### src/rtl/player_step_ctrl_pkg.sv
// Shared types and constants for the race-game player step controller.
package pyon_pkg;

  typedef enum logic [2:0] {
    IDLE,
    ARM,
    READY,
    RELEASE,
    PENALTY,
    DONE
  } state_t;

  localparam logic BOX_LEFT  = 1'b0;
  localparam logic BOX_RIGHT = 1'b1;

  typedef logic [3:0] bcd_t;

  localparam int unsigned CLK_HZ = 50_000_000;

endpackage

### src/rtl/player_step_ctrl_if.sv
// Key/box inputs and judged-move outputs of player_step_ctrl.
interface player_step_ctrl_if;
  import pyon_pkg::*;

  logic enable;
  logic left;
  logic right;
  logic box;
  logic advance;
  logic wrong;
  bcd_t score_ones;
  bcd_t score_tens;
  logic finished;
  logic penalty_active;

  modport master (
    output enable, left, right, box,
    input  advance, wrong, score_ones, score_tens, finished, penalty_active
  );

  modport slave (
    input  enable, left, right, box,
    output advance, wrong, score_ones, score_tens, finished, penalty_active
  );
endinterface

### src/rtl/player_step_ctrl_key_debounce.sv
// 2-FF synchroniser, stable-count debouncer and registered rising-edge flag.
module key_debounce #(
  parameter int unsigned DEBOUNCE_CYCLES = 500000,
  parameter int unsigned DB_W            = 20
) (
  input  logic clk,
  input  logic rst_n,
  input  logic key_in,
  output logic level,
  output logic rise
);
  localparam logic [DB_W-1:0] CNT_LAST = DB_W'(DEBOUNCE_CYCLES - 1);

  logic            sync1_q, sync2_q;
  logic            level_q, level_d;
  logic            rise_q, rise_d;
  logic [DB_W-1:0] cnt_q, cnt_d;

  always_comb begin
    level_d = level_q;
    rise_d  = 1'b0;
    cnt_d   = '0;
    // Any cycle where the input matches the accepted level restarts the count.
    if (sync2_q != level_q) begin
      if (cnt_q == CNT_LAST) begin
        level_d = sync2_q;
        rise_d  = sync2_q;
      end else begin
        cnt_d = cnt_q + 1'b1;
      end
    end
  end

  always_ff @(posedge clk or negedge rst_n) begin
    if (!rst_n) begin
      sync1_q <= 1'b0;
      sync2_q <= 1'b0;
      level_q <= 1'b0;
      rise_q  <= 1'b0;
      cnt_q   <= '0;
    end else begin
      sync1_q <= key_in;
      sync2_q <= sync1_q;
      level_q <= level_d;
      rise_q  <= rise_d;
      cnt_q   <= cnt_d;
    end
  end

  assign level = level_q;
  assign rise  = rise_q;
endmodule

### src/rtl/player_step_ctrl.sv
// Judges debounced key presses against the next box and counts remaining boxes in BCD.
// Optional wrong-press lockout is built when PENALTY_EN is defined.
module player_step_ctrl
  import pyon_pkg::*;
#(
  parameter int unsigned DEBOUNCE_CYCLES = 500000,
  parameter int unsigned DB_W            = 20,
  parameter bcd_t        START_TENS      = 4'd3,
  parameter bcd_t        START_ONES      = 4'd2,
  parameter int unsigned PENALTY_CYCLES  = 25000000
) (
  input  logic                clk,
  input  logic                resetn,
  player_step_ctrl_if.slave   bus
);
  if (DEBOUNCE_CYCLES == 0 || PENALTY_CYCLES == 0) begin : g_bad_cfg
    $error("player_step_ctrl: cycle counts must be non-zero");
  end

  logic   lvl_l, lvl_r, rise_l, rise_r;
  state_t state_q, state_d;
  logic   advance_q, advance_d;
  logic   wrong_q, wrong_d;
  logic   finished_q, finished_d;
  bcd_t   tens_q, tens_d, ones_q, ones_d;
  logic   keys_idle, hit, last_box;

`ifdef PENALTY_EN
  localparam int unsigned PEN_W = $clog2(PENALTY_CYCLES) + 1;
  localparam logic [PEN_W-1:0] PEN_LAST = PEN_W'(PENALTY_CYCLES - 1);
  logic [PEN_W-1:0] pen_q, pen_d;
`endif

  key_debounce #(.DEBOUNCE_CYCLES(DEBOUNCE_CYCLES), .DB_W(DB_W)) u_db_left (
    .clk(clk), .rst_n(resetn), .key_in(bus.left), .level(lvl_l), .rise(rise_l)
  );
  key_debounce #(.DEBOUNCE_CYCLES(DEBOUNCE_CYCLES), .DB_W(DB_W)) u_db_right (
    .clk(clk), .rst_n(resetn), .key_in(bus.right), .level(lvl_r), .rise(rise_r)
  );

  assign keys_idle = ~lvl_l & ~lvl_r;
  assign hit       = (rise_l ^ rise_r) &
                     (rise_l ? (bus.box == BOX_LEFT) : (bus.box == BOX_RIGHT));
  assign last_box  = (tens_q == 4'd0) && (ones_q == 4'd1);

  always_comb begin
    state_d    = state_q;
    advance_d  = 1'b0;
    wrong_d    = 1'b0;
    finished_d = finished_q;
    tens_d     = tens_q;
    ones_d     = ones_q;
`ifdef PENALTY_EN
    pen_d      = '0;
`endif
    if (!bus.enable && state_q != DONE) begin
      state_d = IDLE;
    end else begin
      case (state_q)
        IDLE:    if (!finished_q) state_d = ARM;
        ARM:     if (keys_idle) state_d = READY;
        READY: begin
          if (rise_l | rise_r) begin
            if (hit) begin
              advance_d = 1'b1;
              if (ones_q != 4'd0) begin
                ones_d = ones_q - 4'd1;
              end else if (tens_q != 4'd0) begin
                ones_d = 4'd9;
                tens_d = tens_q - 4'd1;
              end
              if (last_box) begin
                state_d    = DONE;
                finished_d = 1'b1;
              end else begin
                state_d = RELEASE;
              end
            end else begin
              wrong_d = 1'b1;
`ifdef PENALTY_EN
              state_d = PENALTY;
`else
              state_d = RELEASE;
`endif
            end
          end
        end
        RELEASE: if (keys_idle) state_d = READY;
`ifdef PENALTY_EN
        PENALTY: begin
          pen_d = pen_q + 1'b1;
          if (pen_q == PEN_LAST) state_d = RELEASE;
        end
`endif
        DONE:    state_d = DONE;
        default: state_d = IDLE;
      endcase
    end
  end

  always_ff @(posedge clk or negedge resetn) begin
    if (!resetn) begin
      state_q    <= IDLE;
      advance_q  <= 1'b0;
      wrong_q    <= 1'b0;
      finished_q <= 1'b0;
      tens_q     <= START_TENS;
      ones_q     <= START_ONES;
`ifdef PENALTY_EN
      pen_q      <= '0;
`endif
    end else begin
      state_q    <= state_d;
      advance_q  <= advance_d;
      wrong_q    <= wrong_d;
      finished_q <= finished_d;
      tens_q     <= tens_d;
      ones_q     <= ones_d;
`ifdef PENALTY_EN
      pen_q      <= pen_d;
`endif
    end
  end

  assign bus.advance    = advance_q;
  assign bus.wrong      = wrong_q;
  assign bus.finished   = finished_q;
  assign bus.score_tens = tens_q;
  assign bus.score_ones = ones_q;
`ifdef PENALTY_EN
  assign bus.penalty_active = (state_q == PENALTY);
`else
  assign bus.penalty_active = 1'b0;
`endif
endmodule

### src/flat_wrapper.sv
// flat-port wrapper written by rule: the top's interface ports become plain ports
module player_step_ctrl_flat import pyon_pkg::*;
#(
  parameter int unsigned DEBOUNCE_CYCLES = 500000,
  parameter int unsigned DB_W            = 20,
  parameter bcd_t        START_TENS      = 4'd3,
  parameter bcd_t        START_ONES      = 4'd2,
  parameter int unsigned PENALTY_CYCLES  = 25000000
)
  (clk, resetn, bus_enable, bus_left, bus_right, bus_box, bus_advance, bus_wrong, bus_score_ones, bus_score_tens, bus_finished, bus_penalty_active);
  player_step_ctrl_if bus_i ();
  input  logic clk;
  input  logic resetn;
  input wire logic [$bits(bus_i.enable)-1:0] bus_enable;
  input wire logic [$bits(bus_i.left)-1:0] bus_left;
  input wire logic [$bits(bus_i.right)-1:0] bus_right;
  input wire logic [$bits(bus_i.box)-1:0] bus_box;
  output wire logic [$bits(bus_i.advance)-1:0] bus_advance;
  output wire logic [$bits(bus_i.wrong)-1:0] bus_wrong;
  output wire logic [$bits(bus_i.score_ones)-1:0] bus_score_ones;
  output wire logic [$bits(bus_i.score_tens)-1:0] bus_score_tens;
  output wire logic [$bits(bus_i.finished)-1:0] bus_finished;
  output wire logic [$bits(bus_i.penalty_active)-1:0] bus_penalty_active;
  assign bus_i.enable = bus_enable;
  assign bus_i.left = bus_left;
  assign bus_i.right = bus_right;
  assign bus_i.box = bus_box;
  assign bus_advance = bus_i.advance;
  assign bus_wrong = bus_i.wrong;
  assign bus_score_ones = bus_i.score_ones;
  assign bus_score_tens = bus_i.score_tens;
  assign bus_finished = bus_i.finished;
  assign bus_penalty_active = bus_i.penalty_active;
  player_step_ctrl #(.DEBOUNCE_CYCLES(DEBOUNCE_CYCLES), .DB_W(DB_W), .START_TENS(START_TENS), .START_ONES(START_ONES), .PENALTY_CYCLES(PENALTY_CYCLES)) u_core (.clk(clk), .resetn(resetn), .bus(bus_i));
endmodule
### config.mk
export PLATFORM = sky130hd
export DESIGN_NAME = player_step_ctrl_flat
export DESIGN_NICKNAME = d
export VERILOG_FILES = /design/src/rtl/player_step_ctrl_pkg.sv /design/src/rtl/player_step_ctrl_if.sv /design/src/rtl/player_step_ctrl_key_debounce.sv /design/src/rtl/player_step_ctrl.sv /design/src/flat_wrapper.sv
export SDC_FILE = /design/constraint.sdc
export NUM_CORES = 1
export LEC_CHECK = 0
export BUFFER_PORTS_ARGS = -buffer_cell sky130_fd_sc_hd__clkbuf_2
export CAP_MARGIN = 20
export CORE_ASPECT_RATIO = 1.25
export CORE_MARGIN = 2
export CORE_UTILIZATION = 57
export CTS_BUF_LIST = sky130_fd_sc_hd__clkbuf_4
export CTS_CLUSTER_DIAMETER = 100
export CTS_CLUSTER_SIZE = 16
export DETAILED_ROUTE_END_ITERATION = 12
export PLACE_DENSITY_LB_ADDON = 0.2
export SLEW_MARGIN = 5
export SYNTH_ARGS = -nofsm -noshare
export SYNTH_HDL_FRONTEND = slang
export SYNTH_SLANG_ARGS = --single-unit
### constraint.sdc
create_clock -name clk -period 1.9 [get_ports clk]
set_input_delay 0.285 -clock clk [delete_from_list [all_inputs] [get_ports clk]]
set_output_delay 0.285 -clock clk [all_outputs]
set_load 0.05 [all_outputs]
==> run_summary.xml, run 1 <==
<?xml version="1.0" encoding="UTF-8"?>
<metrics>
  <group name="power">
    <metric name="power_switching_share" unit="%">24.7</metric>
    <metric name="clock_power_share" unit="%">36.1</metric>
    <metric name="p_per_area" unit="mW/mm^2">672</metric>
    <metric name="post-layout-total-power" unit="W">0.00246</metric>
    <metric name="worst_ir_drop_vdd" unit="uV">773</metric>
    <metric name="p_leak" unit="nW">1.59</metric>
    <metric name="power.combinational.fraction" unit="%">7.4</metric>
    <metric name="p_switching" unit="W">0.000609</metric>
    <metric name="seq_power_share" unit="%">56.4</metric>
    <metric name="internal_power_contribution" unit="W">0.00185</metric>
  </group>
  <group name="drt">
    <metric name="detailroute.via_count" unit="">2404</metric>
    <metric name="wl_per_cell" unit="um">14.8</metric>
    <metric name="final_wl" unit="um">6230</metric>
    <metric name="drt.antenna.violating_nets" unit="">0</metric>
    <metric name="drt_iter0_markers" unit="">101</metric>
    <metric name="route.detailed.vias_per_inst" unit="">5.71</metric>
    <metric name="route.detailed.drc" unit="">0</metric>
    <metric name="drt_first_pass_iters" unit="">4</metric>
  </group>
  <group name="sta">
    <metric name="max_clock_freq" unit="GHz">0.535</metric>
    <metric name="timing_hold_violations_final" unit="">0</metric>
    <metric name="timing.hold.ws" unit="ps">191</metric>
    <metric name="finalCriticalPeriod" unit="ps">1870</metric>
    <metric name="maxSlewViolCount" unit="">0</metric>
    <metric name="fin_crit_share" unit="%">98.5</metric>
    <metric name="finalSetupViolCount" unit="">0</metric>
    <metric name="postLayoutSetupSlackWorst" unit="ps">29.2</metric>
    <metric name="totalNegativeSetupSlack" unit="ps">0</metric>
    <metric name="finClkSkew" unit="ps">19.1</metric>
  </group>
  <group name="critical_path">
    <metric name="cpMaxStageDelayCell" unit="">sky130_fd_sc_hd__or4_4</metric>
    <metric name="worst-r2r-setup-slack" unit="ps">30</metric>
    <metric name="critical_path.max_stage_delay" unit="ps">530</metric>
    <metric name="crit_path_cell_trace" unit="">buf_4, nand4_1, or4_4, or4_4, a21oi_2</metric>
    <metric name="timing.critical_path.to_type" unit="">flip-flop</metric>
    <metric name="worstPathMaxFanout" unit="">4</metric>
    <metric name="timing_worst_setup_path_type" unit="">flip-flop to flip-flop</metric>
    <metric name="crit_arrival" unit="ps">2200</metric>
    <metric name="worst-endpoint-required" unit="ps">2230</metric>
    <metric name="worstSetupStartpointType" unit="">flip-flop</metric>
    <metric name="critical_path_buffers_and_inverters" unit="">1</metric>
    <metric name="cp_common_cell" unit="">sky130_fd_sc_hd__or4_4</metric>
    <metric name="worst_path_dominant_cell_family" unit="">simple AND/OR/NAND/NOR gates</metric>
  </group>
  <group name="clocking">
    <metric name="tritoncts" unit="">done</metric>
    <metric name="cts.reportedPaths.clkPinSlew" unit="ps">100</metric>
    <metric name="cts_inserted_buffers" unit="">9</metric>
    <metric name="ctsRootBufferMaster" unit="">sky130_fd_sc_hd__clkbuf_4</metric>
    <metric name="clkSinkCount" unit="">62</metric>
    <metric name="cts_max_path_buffers" unit="">2</metric>
    <metric name="clk-insertion-delay-late" unit="ps">410</metric>
    <metric name="cts-htree-levels" unit="">3</metric>
  </group>
  <group name="logic_synthesis">
    <metric name="yosysSeqAreaShare" unit="%">50.9</metric>
    <metric name="synth_largest_area_cell" unit="">sky130_fd_sc_hd__dfrtp_1</metric>
    <metric name="synth_top_cells_by_area" unit="">sky130_fd_sc_hd__dfrtp_1 48%, sky130_fd_sc_hd__xnor2_1 5.7%, sky130_fd_sc_hd__nor2_1 5.0%</metric>
    <metric name="synth-async-reset-ratio" unit="%">100</metric>
    <metric name="yosys_warnings" unit="">0</metric>
    <metric name="mappedNetlistArea" unit="mm^2">0.00305</metric>
    <metric name="synth-main-ff-cell" unit="">sky130_fd_sc_hd__dfrtp_1</metric>
    <metric name="synth_edf_count" unit="">0</metric>
    <metric name="syn_nets" unit="">313</metric>
    <metric name="post-synth-top-area-fraction" unit="%">48.3</metric>
    <metric name="synth_cells" unit="">303</metric>
    <metric name="postSynthRegisterBits" unit="">62</metric>
    <metric name="postSynthAreaPerCell" unit="um^2">10.1</metric>
    <metric name="ys_types" unit="">46</metric>
  </group>
  <group name="global_route">
    <metric name="first_global_vias" unit="">2409</metric>
    <metric name="antenna_found_initial" unit="">0</metric>
    <metric name="global_route.overflow_total" unit="">0</metric>
    <metric name="track_usage" unit="%">22.4</metric>
    <metric name="largest_net_degree_at_the_start_of_global_routing" unit="">63</metric>
    <metric name="grt_pass1_wl" unit="um">10500</metric>
  </group>
  <group name="min_path">
    <metric name="hp-class" unit="">input pin to flip-flop</metric>
  </group>
  <group name="place">
    <metric name="gp_congestion" unit="">0.879</metric>
    <metric name="hpwl" unit="um">4110</metric>
    <metric name="dp_cells" unit="">400</metric>
    <metric name="dp_worst_setup_slack" unit="ps">-44.2</metric>
    <metric name="io_buffer_count" unit="">16</metric>
  </group>
  <group name="floorplan">
    <metric name="number_of_ports_placed_on_the_die_boundary" unit="">18</metric>
    <metric name="design.core.area" unit="mm^2">0.00512</metric>
    <metric name="rows" unit="">29</metric>
    <metric name="die_width" unit="um">69.5</metric>
    <metric name="die_height" unit="um">85.8</metric>
    <metric name="initial_core_util" unit="%">59.7</metric>
    <metric name="die_area" unit="mm^2">0.00596</metric>
  </group>
  <group name="run">
    <metric name="max-cap-violations" unit="">0</metric>
  </group>
  <group name="final_layout">
    <metric name="post_route_cells_drive_above_1_share" unit="%">25.3</metric>
    <metric name="final_net_count" unit="">364</metric>
    <metric name="insertedDiodeCount" unit="">0</metric>
    <metric name="area_growth_syn_to_layout" unit="%">20.0</metric>
    <metric name="layoutNonFillerInstCount" unit="">421</metric>
    <metric name="layout.filler_cells" unit="">368</metric>
  </group>
  <group name="status">
    <metric name="status" unit="">complete, no violations</metric>
  </group>
</metrics>
-- cells in the final DEF (no fill, tap or decap), types with 9 or more instances in the layout --
cell type	synthesis	final
sky130_fd_sc_hd__dfrtp_1	59	57
sky130_fd_sc_hd__nor2_1	41	41
sky130_fd_sc_hd__buf_4	1	30
sky130_fd_sc_hd__xnor2_1	20	20
sky130_fd_sc_hd__nand2_1	18	18
sky130_fd_sc_hd__nand3_1	17	17
sky130_fd_sc_hd__clkbuf_2	1	16
sky130_fd_sc_hd__xor2_1	14	14
sky130_fd_sc_hd__nand4_1	13	13
sky130_fd_sc_hd__nor3_1	11	11
sky130_fd_sc_hd__clkbuf_4	0	11
sky130_fd_sc_hd__nor4_1	10	9
sky130_fd_sc_hd__o21ai_0	9	9
-- through the flow --
| stage | instance area, um^2 | utilization, % |
|---|---|---|
| floorplan | 3070 | - |
| global placement | 3420 | 66.9 |
| detailed placement | 3420 | 66.9 |
| CTS | 3620 | 70.8 |
| global route | 3660 | 71.6 |
| finish | 3660 | 71.6 |
-- area by class of cell --
cell class,instances,area (um^2),area share [%]
flip-flops and latches,62,1560,42.5
multi-input cells,221,1490,40.6
repair buffers,51,375,10.2
clock buffers,11,82.6,2.25
well taps,62,77.6,2.12
clock inverters,5,50.0,1.37
inverters,9,33.8,0.922
-- state kept, by name (all words and copies together), names as in the netlist --
register,flops
u_core.u_db_right.rise,1
u_core.u_db_right.level,1
u_core.bus.score_ones,4
u_core.state_q,3
u_core.u_db_left.level,1
u_core.u_db_left.rise,1
u_core.bus.finished,1
u_core.bus.score_tens,4
u_core.u_db_left.sync1_q,1
u_core.u_db_right.sync1_q,1
u_core.bus.advance,1
u_core.u_db_left.cnt_q,20
u_core.u_db_left.sync2_q,1
u_core.bus.wrong,1
u_core.u_db_right.sync2_q,1
u_core.u_db_right.cnt_q,20
-- worst reg2reg max path: cells and delay by family (launching register included) --
kind / cells / cell delay, ps
buf+inv: 1 / 120
simple gates: 3 / 1190
flops: 1 / 360
compound gates: 1 / 140
-- timing repair --
| item | 4_1_cts | 5_1_grt |
|---|---|---|
| endpoints found under the hold margin | 61 | 0 |
| setup buffers | 1 | 1 |
| resized for setup | 3 | 9 |
| endpoints found under the setup margin | 22 | 35 |
| cloned | 0 | 0 |
| hold buffers | 3 | 0 |
| pin swaps | 2 | 4 |
-- power groups by stage --
stage               Sequential [W]  Clock, W  Combinational (W)
floorplan                  0.00140         0          0.0000989
global placement           0.00141         0           0.000168
detailed placement         0.00141         0           0.000170
CTS                        0.00139  0.000919           0.000181
global route               0.00140  0.000948           0.000210
finish                     0.00139  0.000890           0.000183
-- final timing paths --
kind / to / startpoint / cells past startpoint
min reg2reg: u_core.u_db_right.sync2_q / u_core.u_db_right.sync1_q / 0
min in group asynchronous: u_core.bus.advance / resetn / 3
min: u_core.state_q[1] / bus_enable / 3
max in group asynchronous: u_core.bus.score_ones[1] / resetn / 3
max reg2reg: u_core.u_db_left.cnt_q[18] / u_core.u_db_left.cnt_q[10] / 5
max: u_core.u_db_left.cnt_q[18] / u_core.u_db_left.cnt_q[10] / 5
-- cells in the mapped netlist (all sizes together), types with 4 or more instances --
cell / number
dfrtp: 59
nor2: 41
xnor2: 20
nand2: 18
nand3: 17
nand4: 14
xor2: 14
nor3: 11
a21oi: 10
nor4: 10
inv: 9
o21ai: 9
or3: 7
or4: 7
buf: 6
clkbuf: 5
o31ai: 5
ha: 4
-- metal layers --
layer / global-route usage (%) / routed length, um / vias up
met5: 0 / 0 / -
met4: 13.0 / 153 / 0
met3: 3.64 / 137 / 14
met2: 38.8 / 3280 / 34
met1: 26.4 / 2660 / 1182
li1: - / - / 1174
-- logic make-up after synthesis --
group	share of synthesized area, %
buffers and inverters	2.83
xor gates and xnor gates	9.75
adders and majority gates	1.64
muxes	2.09
other	0.123
and+or+nand+nor	26.4
DFF	50.9
AOI/OAI and AO/OA	6.23
Power figures use the tool's default switching activity.
==> run 2, diff against run 1 <==
--- a/config.mk
+++ b/config.mk
@@ -18,4 +18,5 @@
 export SLEW_MARGIN = 5
 export SYNTH_ARGS = -nofsm -noshare
 export SYNTH_HDL_FRONTEND = slang
+export SYNTH_HIERARCHICAL = 1
 export SYNTH_SLANG_ARGS = --single-unit
==> run_summary.xml, run 2 <==
<?xml version="1.0" encoding="UTF-8"?>
<metrics>
  <group name="status">
    <metric name="status" unit="">complete, no violations</metric>
  </group>
  <group name="final_layout">
    <metric name="area_growth_syn_to_layout" unit="%">13.6</metric>
    <metric name="largest_registers" unit="">u_core/u_db_left/cnt_q x20, u_core/u_db_right/cnt_q x20</metric>
    <metric name="layoutNonFillerInstCount" unit="">398</metric>
    <metric name="final_net_count" unit="">339</metric>
    <metric name="insertedDiodeCount" unit="">0</metric>
    <metric name="mostFrequentLayoutCells" unit="">59 x sky130_fd_sc_hd__dfrtp_1, 47 x sky130_fd_sc_hd__nor2_1, 28 x sky130_fd_sc_hd__xnor2_1, 18 x sky130_fd_sc_hd__nand2_1, 16 x sky130_fd_sc_hd__clkbuf_2</metric>
    <metric name="post-route-cell-area" unit="mm^2">0.00357</metric>
    <metric name="mostFrequentLayoutCell" unit="">sky130_fd_sc_hd__dfrtp_1</metric>
    <metric name="post_route_cells_drive_above_1_share" unit="%">22.2</metric>
  </group>
  <group name="global_route">
    <metric name="largest_net_degree_at_the_start_of_global_routing" unit="">63</metric>
    <metric name="first_global_vias" unit="">2250</metric>
    <metric name="track_usage" unit="%">20.7</metric>
    <metric name="antenna_found_initial" unit="">0</metric>
    <metric name="global_route.overflow_total" unit="">0</metric>
    <metric name="grt_pass1_wl" unit="um">10000</metric>
  </group>
  <group name="floorplan">
    <metric name="die_area" unit="mm^2">0.00612</metric>
    <metric name="initial_core_util" unit="%">58.5</metric>
    <metric name="die_height" unit="um">87.0</metric>
    <metric name="number_of_ports_placed_on_the_die_boundary" unit="">18</metric>
    <metric name="rows" unit="">30</metric>
    <metric name="design.core.area" unit="mm^2">0.00537</metric>
    <metric name="die_width" unit="um">70.4</metric>
  </group>
  <group name="logic_synthesis">
    <metric name="synth_edf_count" unit="">0</metric>
    <metric name="synth_cells" unit="">294</metric>
    <metric name="yosys_warnings" unit="">6</metric>
    <metric name="synth_largest_area_cell" unit="">sky130_fd_sc_hd__dfrtp_1</metric>
    <metric name="synth-main-ff-cell" unit="">sky130_fd_sc_hd__dfrtp_1</metric>
    <metric name="syn_nets" unit="">304</metric>
    <metric name="yosysSeqAreaShare" unit="%">49.5</metric>
    <metric name="postSynthRegisterBits" unit="">62</metric>
    <metric name="ys_types" unit="">48</metric>
    <metric name="synth-async-reset-ratio" unit="%">100</metric>
    <metric name="synth_top_cells_by_area" unit="">sky130_fd_sc_hd__dfrtp_1 47%, sky130_fd_sc_hd__xnor2_1 7.8%, sky130_fd_sc_hd__nor2_1 5.6%</metric>
    <metric name="synth.cells.most_frequent" unit="">59 x sky130_fd_sc_hd__dfrtp_1, 47 x sky130_fd_sc_hd__nor2_1, 28 x sky130_fd_sc_hd__xnor2_1</metric>
    <metric name="postSynthAreaPerCell" unit="um^2">10.7</metric>
    <metric name="post-synth-top-area-fraction" unit="%">47.0</metric>
    <metric name="mappedNetlistArea" unit="mm^2">0.00314</metric>
    <metric name="synthMostInstantiatedCell" unit="">sky130_fd_sc_hd__dfrtp_1</metric>
  </group>
  <group name="critical_path">
    <metric name="worst-endpoint-required" unit="ps">2220</metric>
    <metric name="critical_path_buffers_and_inverters" unit="">1</metric>
    <metric name="worst_path_dominant_cell_family" unit="">simple AND/OR/NAND/NOR gates</metric>
    <metric name="timing_worst_setup_path_type" unit="">flip-flop to flip-flop</metric>
    <metric name="critical_path.max_stage_delay" unit="ps">580</metric>
    <metric name="crit_path_cell_trace" unit="">inv_2, ha_4, nand2b_4, or4b_4, nand3b_4, mux2i_1</metric>
    <metric name="worstSetupStartpointType" unit="">flip-flop</metric>
    <metric name="crit_arrival" unit="ps">2160</metric>
    <metric name="timing.critical_path.to_type" unit="">flip-flop</metric>
    <metric name="worst-r2r-setup-slack" unit="ps">60</metric>
    <metric name="worstPathMaxFanout" unit="">6</metric>
    <metric name="reg2reg_from" unit="">u_core/u_db_left/rise</metric>
    <metric name="crit_start" unit="">u_core/u_db_left/rise</metric>
    <metric name="cpMaxStageDelayCell" unit="">sky130_fd_sc_hd__or4b_4</metric>
  </group>
  <group name="power">
    <metric name="p_leak" unit="nW">1.56</metric>
    <metric name="worst_ir_drop_vdd" unit="uV">540</metric>
    <metric name="p_per_area" unit="mW/mm^2">694</metric>
  </group>
  <group name="sta">
    <metric name="finalCriticalPeriod" unit="ps">1840</metric>
    <metric name="max_clock_freq" unit="GHz">0.543</metric>
    <metric name="fin_crit_share" unit="%">97.0</metric>
    <metric name="totalNegativeSetupSlack" unit="ps">0</metric>
    <metric name="timing.hold.ws" unit="ps">213</metric>
    <metric name="finClkSkew" unit="ps">5.06</metric>
    <metric name="timing_hold_violations_final" unit="">0</metric>
    <metric name="postLayoutSetupSlackWorst" unit="ps">57.4</metric>
    <metric name="finalSetupViolCount" unit="">0</metric>
    <metric name="maxSlewViolCount" unit="">0</metric>
  </group>
  <group name="clocking">
    <metric name="cts.reportedPaths.clkPinSlew" unit="ps">100</metric>
    <metric name="clk-insertion-delay-late" unit="ps">380</metric>
    <metric name="tritoncts" unit="">done</metric>
    <metric name="cts_inserted_buffers" unit="">9</metric>
    <metric name="cts-htree-levels" unit="">3</metric>
    <metric name="ctsRootBufferMaster" unit="">sky130_fd_sc_hd__clkbuf_4</metric>
    <metric name="cts_setup_buffers" unit="">0</metric>
    <metric name="cts_max_path_buffers" unit="">2</metric>
    <metric name="clkSinkCount" unit="">62</metric>
  </group>
  <group name="drt">
    <metric name="final_wl" unit="um">5650</metric>
    <metric name="wl_per_cell" unit="um">14.2</metric>
    <metric name="drt_first_pass_iters" unit="">5</metric>
    <metric name="detailroute.via_count" unit="">2258</metric>
    <metric name="route.detailed.drc" unit="">0</metric>
    <metric name="drt_iter0_markers" unit="">141</metric>
    <metric name="drt.antenna.violating_nets" unit="">0</metric>
    <metric name="route.detailed.vias_per_inst" unit="">5.67</metric>
  </group>
  <group name="place">
    <metric name="dp_worst_setup_slack" unit="ps">97.4</metric>
    <metric name="io_buffer_count" unit="">16</metric>
    <metric name="gp_congestion" unit="">0.832</metric>
    <metric name="hpwl" unit="um">3930</metric>
    <metric name="detailed_place.area" unit="mm^2">0.00336</metric>
    <metric name="dp_cells" unit="">379</metric>
  </group>
  <group name="min_path">
    <metric name="hp-class" unit="">input pin to flip-flop</metric>
    <metric name="min-delay-start" unit="">bus_enable</metric>
  </group>
  <group name="run">
    <metric name="max-cap-violations" unit="">0</metric>
  </group>
</metrics>
## run 2: layer usage
metal | wire [um] | up-vias | part of all wire, % | track usage (%)
met1 | 2410 | 1104 | 43 | 25.4
li1 | - | 1107 | - | -
met4 | 55 | 0 | 0.97 | 10.8
met5 | 0 | - | 0 | 0
met3 | 174 | 7 | 3.1 | 3.36
met2 | 3010 | 40 | 53 | 35.1
## run 2: final timing paths
kind,to,cells after the start
setup / recovery,u_core/bus.score_tens[1],6
hold / removal,u_core/bus.wrong,3
setup reg to reg,u_core/bus.score_tens[1],6
hold reg to reg,u_core/u_db_right/sync2_q,0
max in group asynchronous,u_core/bus.score_ones[1],3
min in group asynchronous,u_core/u_db_left/cnt_q[11],3
## run 2: area by class of cell
class / instances / area [um^2]
Clock inverter: 5 / 73.8
Sequential cell: 62 / 1560
Timing Repair Buffer: 29 / 198
Inverter: 8 / 30.0
Tap cell: 64 / 80.1
Clock buffer: 11 / 82.6
Fill cell: 430 / 1800
Multi-Input combinational cell: 219 / 1550
## run 2: report_power, final
group	internal [W]	switching (W)	leakage [nW]
Combinational	0.0000409	0.0000667	0.630
Sequential	0.00134	0.0000216	0.839
Clock	0.000556	0.000453	0.0883
Total	0.00193	0.000541	1.56
## run 2: cells by family after synthesis
| group | after synthesis | synth area share [%] |
|---|---|---|
| and+or+nand+nor | 150 | 29.7 |
| other | 1 | 0.119 |
| adders and majority gates | 4 | 1.59 |
| xor gates and xnor gates | 36 | 10.0 |
| muxes | 10 | 3.31 |
| AOI/OAI and AO/OA | 18 | 3.91 |
| DFF | 62 | 49.5 |
| buffers and inverters | 13 | 1.83 |
## run 2: timing repair
action | in CTS | in global routing
setup endpoints to repair | 0 | 3
gates resized for setup | 0 | 3
hold buffers | 3 | 0
endpoints found under the hold margin | 61 | 0
## run 2: metrics by stage
step,power [W],util (%)
finish,0.00248,66.4
global route,0.00258,66.4
CTS,0.00252,66.1
detailed placement,0.00149,62.6
global placement,0.00149,62.6
floorplan,0.00144,-
## run 2: worst register-to-register path, cell delays in order (launching register included)
cell                       delay, ps
sky130_fd_sc_hd__dfrtp_1         420
sky130_fd_sc_hd__inv_2            60
sky130_fd_sc_hd__ha_4            280
sky130_fd_sc_hd__nand2b_4         50
sky130_fd_sc_hd__or4b_4          580
sky130_fd_sc_hd__nand3b_4        200
sky130_fd_sc_hd__mux2i_1         180
==> run 3, diff against run 2 <==
--- a/config.mk
+++ b/config.mk
@@ -9,7 +9,7 @@
 export CAP_MARGIN = 20
 export CORE_ASPECT_RATIO = 1.25
 export CORE_MARGIN = 2
-export CORE_UTILIZATION = 57
+export CORE_UTILIZATION = 53
 export CTS_BUF_LIST = sky130_fd_sc_hd__clkbuf_4
 export CTS_CLUSTER_DIAMETER = 100
 export CTS_CLUSTER_SIZE = 16
==> run_summary.xml, run 3 (same netlist as run 2, synthesis figures left out) <==
<?xml version="1.0" encoding="UTF-8"?>
<metrics>
  <group name="place">
    <metric name="hpwl" unit="um">3970</metric>
    <metric name="io_buffer_count" unit="">16</metric>
    <metric name="gp_congestion" unit="">0.794</metric>
  </group>
  <group name="floorplan">
    <metric name="design.core.area" unit="mm^2">0.00574</metric>
    <metric name="initial_core_util" unit="%">54.7</metric>
    <metric name="number_of_ports_placed_on_the_die_boundary" unit="">18</metric>
    <metric name="rows" unit="">31</metric>
    <metric name="die_width" unit="um">72.8</metric>
    <metric name="die_height" unit="um">90.0</metric>
    <metric name="die_area" unit="mm^2">0.00656</metric>
  </group>
  <group name="critical_path">
    <metric name="ff2ff_path_depth" unit="">6</metric>
    <metric name="reg2reg_from" unit="">u_core/u_db_left/rise</metric>
    <metric name="worstSetupStartpointType" unit="">flip-flop</metric>
    <metric name="worst-endpoint-required" unit="ps">2250</metric>
    <metric name="timing_worst_setup_path_type" unit="">flip-flop to flip-flop</metric>
    <metric name="crit_arrival" unit="ps">2150</metric>
    <metric name="worstPathMaxFanout" unit="">6</metric>
    <metric name="worst-r2r-setup-slack" unit="ps">100</metric>
    <metric name="worstReg2RegEnd" unit="">u_core/bus.score_tens[1]</metric>
    <metric name="timing.critical_path.to_type" unit="">flip-flop</metric>
    <metric name="crit_start" unit="">u_core/u_db_left/rise</metric>
  </group>
  <group name="drt">
    <metric name="drt_first_pass_iters" unit="">4</metric>
    <metric name="detailroute.via_count" unit="">2220</metric>
    <metric name="final_wl" unit="um">5520</metric>
    <metric name="route.detailed.drc" unit="">0</metric>
    <metric name="route.detailed.vias_per_inst" unit="">5.52</metric>
    <metric name="drt.antenna.violating_nets" unit="">0</metric>
    <metric name="wl_per_cell" unit="um">13.7</metric>
    <metric name="drt_iter0_markers" unit="">95</metric>
  </group>
  <group name="status">
    <metric name="status" unit="">complete, no violations</metric>
  </group>
  <group name="final_layout">
    <metric name="sequential_cell_area" unit="mm^2">0.00156</metric>
    <metric name="mostFrequentLayoutCells" unit="">59 x sky130_fd_sc_hd__dfrtp_1, 47 x sky130_fd_sc_hd__nor2_1, 28 x sky130_fd_sc_hd__xnor2_1, 18 x sky130_fd_sc_hd__nand2_1, 16 x sky130_fd_sc_hd__clkbuf_2</metric>
    <metric name="post_route_cells_drive_above_1_share" unit="%">21.4</metric>
    <metric name="multiInputGateArea" unit="mm^2">0.00153</metric>
    <metric name="mostFrequentLayoutCell" unit="">sky130_fd_sc_hd__dfrtp_1</metric>
    <metric name="largest_registers" unit="">u_core/u_db_left/cnt_q x20, u_core/u_db_right/cnt_q x20</metric>
    <metric name="final_net_count" unit="">341</metric>
    <metric name="area_growth_syn_to_layout" unit="%">12.0</metric>
    <metric name="insertedDiodeCount" unit="">0</metric>
    <metric name="layout.filler_cells" unit="">486</metric>
  </group>
  <group name="clocking">
    <metric name="clk-insertion-delay-late" unit="ps">420</metric>
    <metric name="cts.reportedPaths.clkPinSlew" unit="ps">100</metric>
    <metric name="hold_buffers" unit="">3</metric>
    <metric name="clkSinkCount" unit="">62</metric>
    <metric name="cts_setup_buffers" unit="">0</metric>
    <metric name="cts_inserted_buffers" unit="">9</metric>
    <metric name="postcts_resize_cnt" unit="">0</metric>
    <metric name="cts-htree-levels" unit="">3</metric>
    <metric name="ctsRootBufferMaster" unit="">sky130_fd_sc_hd__clkbuf_4</metric>
    <metric name="cts_max_path_buffers" unit="">2</metric>
    <metric name="tritoncts" unit="">done</metric>
  </group>
  <group name="power">
    <metric name="power.combinational.fraction" unit="%">4.8</metric>
    <metric name="p_per_area" unit="mW/mm^2">628</metric>
    <metric name="seq_power_share" unit="%">61.6</metric>
    <metric name="internal_power_contribution" unit="W">0.00163</metric>
    <metric name="p_switching" unit="W">0.000574</metric>
    <metric name="power_switching_share" unit="%">26.0</metric>
    <metric name="p_leak" unit="nW">1.53</metric>
    <metric name="clock_power_share" unit="%">33.6</metric>
    <metric name="worst_ir_drop_vdd" unit="uV">398</metric>
  </group>
  <group name="sta">
    <metric name="totalNegativeSetupSlack" unit="ps">0</metric>
    <metric name="maxSlewViolCount" unit="">0</metric>
    <metric name="timing_hold_violations_final" unit="">0</metric>
    <metric name="timing.hold.ws" unit="ps">183</metric>
    <metric name="max_clock_freq" unit="GHz">0.554</metric>
    <metric name="fin_crit_share" unit="%">95.0</metric>
    <metric name="finalSetupViolCount" unit="">0</metric>
    <metric name="finalCriticalPeriod" unit="ps">1800</metric>
    <metric name="setup_repair_after_global_routing_missed_its_margin" unit="">false</metric>
    <metric name="finClkSkew" unit="ps">10.9</metric>
  </group>
  <group name="global_route">
    <metric name="track_usage" unit="%">19.4</metric>
    <metric name="grt_pass1_wl" unit="um">9870</metric>
    <metric name="first_global_vias" unit="">2234</metric>
    <metric name="largest_net_degree_at_the_start_of_global_routing" unit="">63</metric>
    <metric name="antenna_found_initial" unit="">0</metric>
    <metric name="global_route.overflow_total" unit="">0</metric>
  </group>
  <group name="min_path">
    <metric name="hold-path-endpoint" unit="">u_core/bus.wrong</metric>
    <metric name="hp-class" unit="">input pin to flip-flop</metric>
    <metric name="min_path_cells" unit="">3</metric>
    <metric name="min-delay-start" unit="">bus_box</metric>
  </group>
  <group name="run">
    <metric name="max-cap-violations" unit="">0</metric>
  </group>
</metrics>
==> run 3: worst max path at each step <==
| stage | slack [ps] | to | cells past startpoint |
|---|---|---|---|
| final | 100 | u_core/bus.score_tens[1] | 6 |
| after global routing | 6 | u_core/bus.finished | 6 |
| after CTS | 100 | u_core/bus.score_tens[1] | 6 |
| after detailed placement | 120 | u_core/bus.score_tens[1] | 6 |
| after global placement | 170 | u_core/bus.score_tens[1] | 6 |
| after floorplan | 160 | u_core/state_q[1] | 6 |
==> run 3: power groups by stage <==
stage / Clock (W) / Sequential [W] / Combinational, W
6_report: 0.000743 / 0.00136 / 0.000105
5_1_grt: 0.000835 / 0.00136 / 0.000120
4_1_cts: 0.000780 / 0.00136 / 0.000109
3_5_place_dp: 0 / 0.00139 / 0.000104
3_3_place_gp: 0 / 0.00139 / 0.000103
2_1_floorplan: 0 / 0.00138 / 0.0000586
==> run 3: layer usage <==
metal / global-route usage, % / vias up / share of wire, %
met5: 0 / - / 0
met4: 10.0 / 0 / 2.3
met3: 5.04 / 10 / 2.1
met2: 31.7 / 19 / 50
met1: 23.2 / 1076 / 45
li1: - / 1115 / -
==> run 3: per-stage QoR <==
| step | power, W | cell area, um^2 | setup slack [ps] | utilization (%) | cells |
|---|---|---|---|---|---|
| CTS | 0.00225 | 3520 | 97.4 | 61.2 | 402 |
| global route | 0.00232 | 3520 | 6.43 | 61.2 | 402 |
| floorplan | 0.00144 | 3140 | 164 | - | 294 |
| finish | 0.00221 | 3520 | 95.5 | 61.2 | 402 |
| global placement | 0.00149 | 3380 | 169 | 58.8 | 383 |
| detailed placement | 0.00149 | 3380 | 119 | 58.8 | 383 |
==> run 3: critical path: stages (launching register included) <==
cell and delay, ps:
sky130_fd_sc_hd__dfrtp_1 410, sky130_fd_sc_hd__inv_1 60, sky130_fd_sc_hd__ha_1 280, sky130_fd_sc_hd__nand2b_1 70, sky130_fd_sc_hd__or4b_4 560, sky130_fd_sc_hd__nand3b_4 200
sky130_fd_sc_hd__mux2i_1 160
==> run 3: cell type report <==
cell class                 count  area share [%]
timing repair buffer          31            6.05
inverter                       8           0.854
multi-input combinational    219            43.4
sequential                    62            44.2
tap                           66            2.35
clock buffer                   9            1.92
clock inverter                 7            1.17
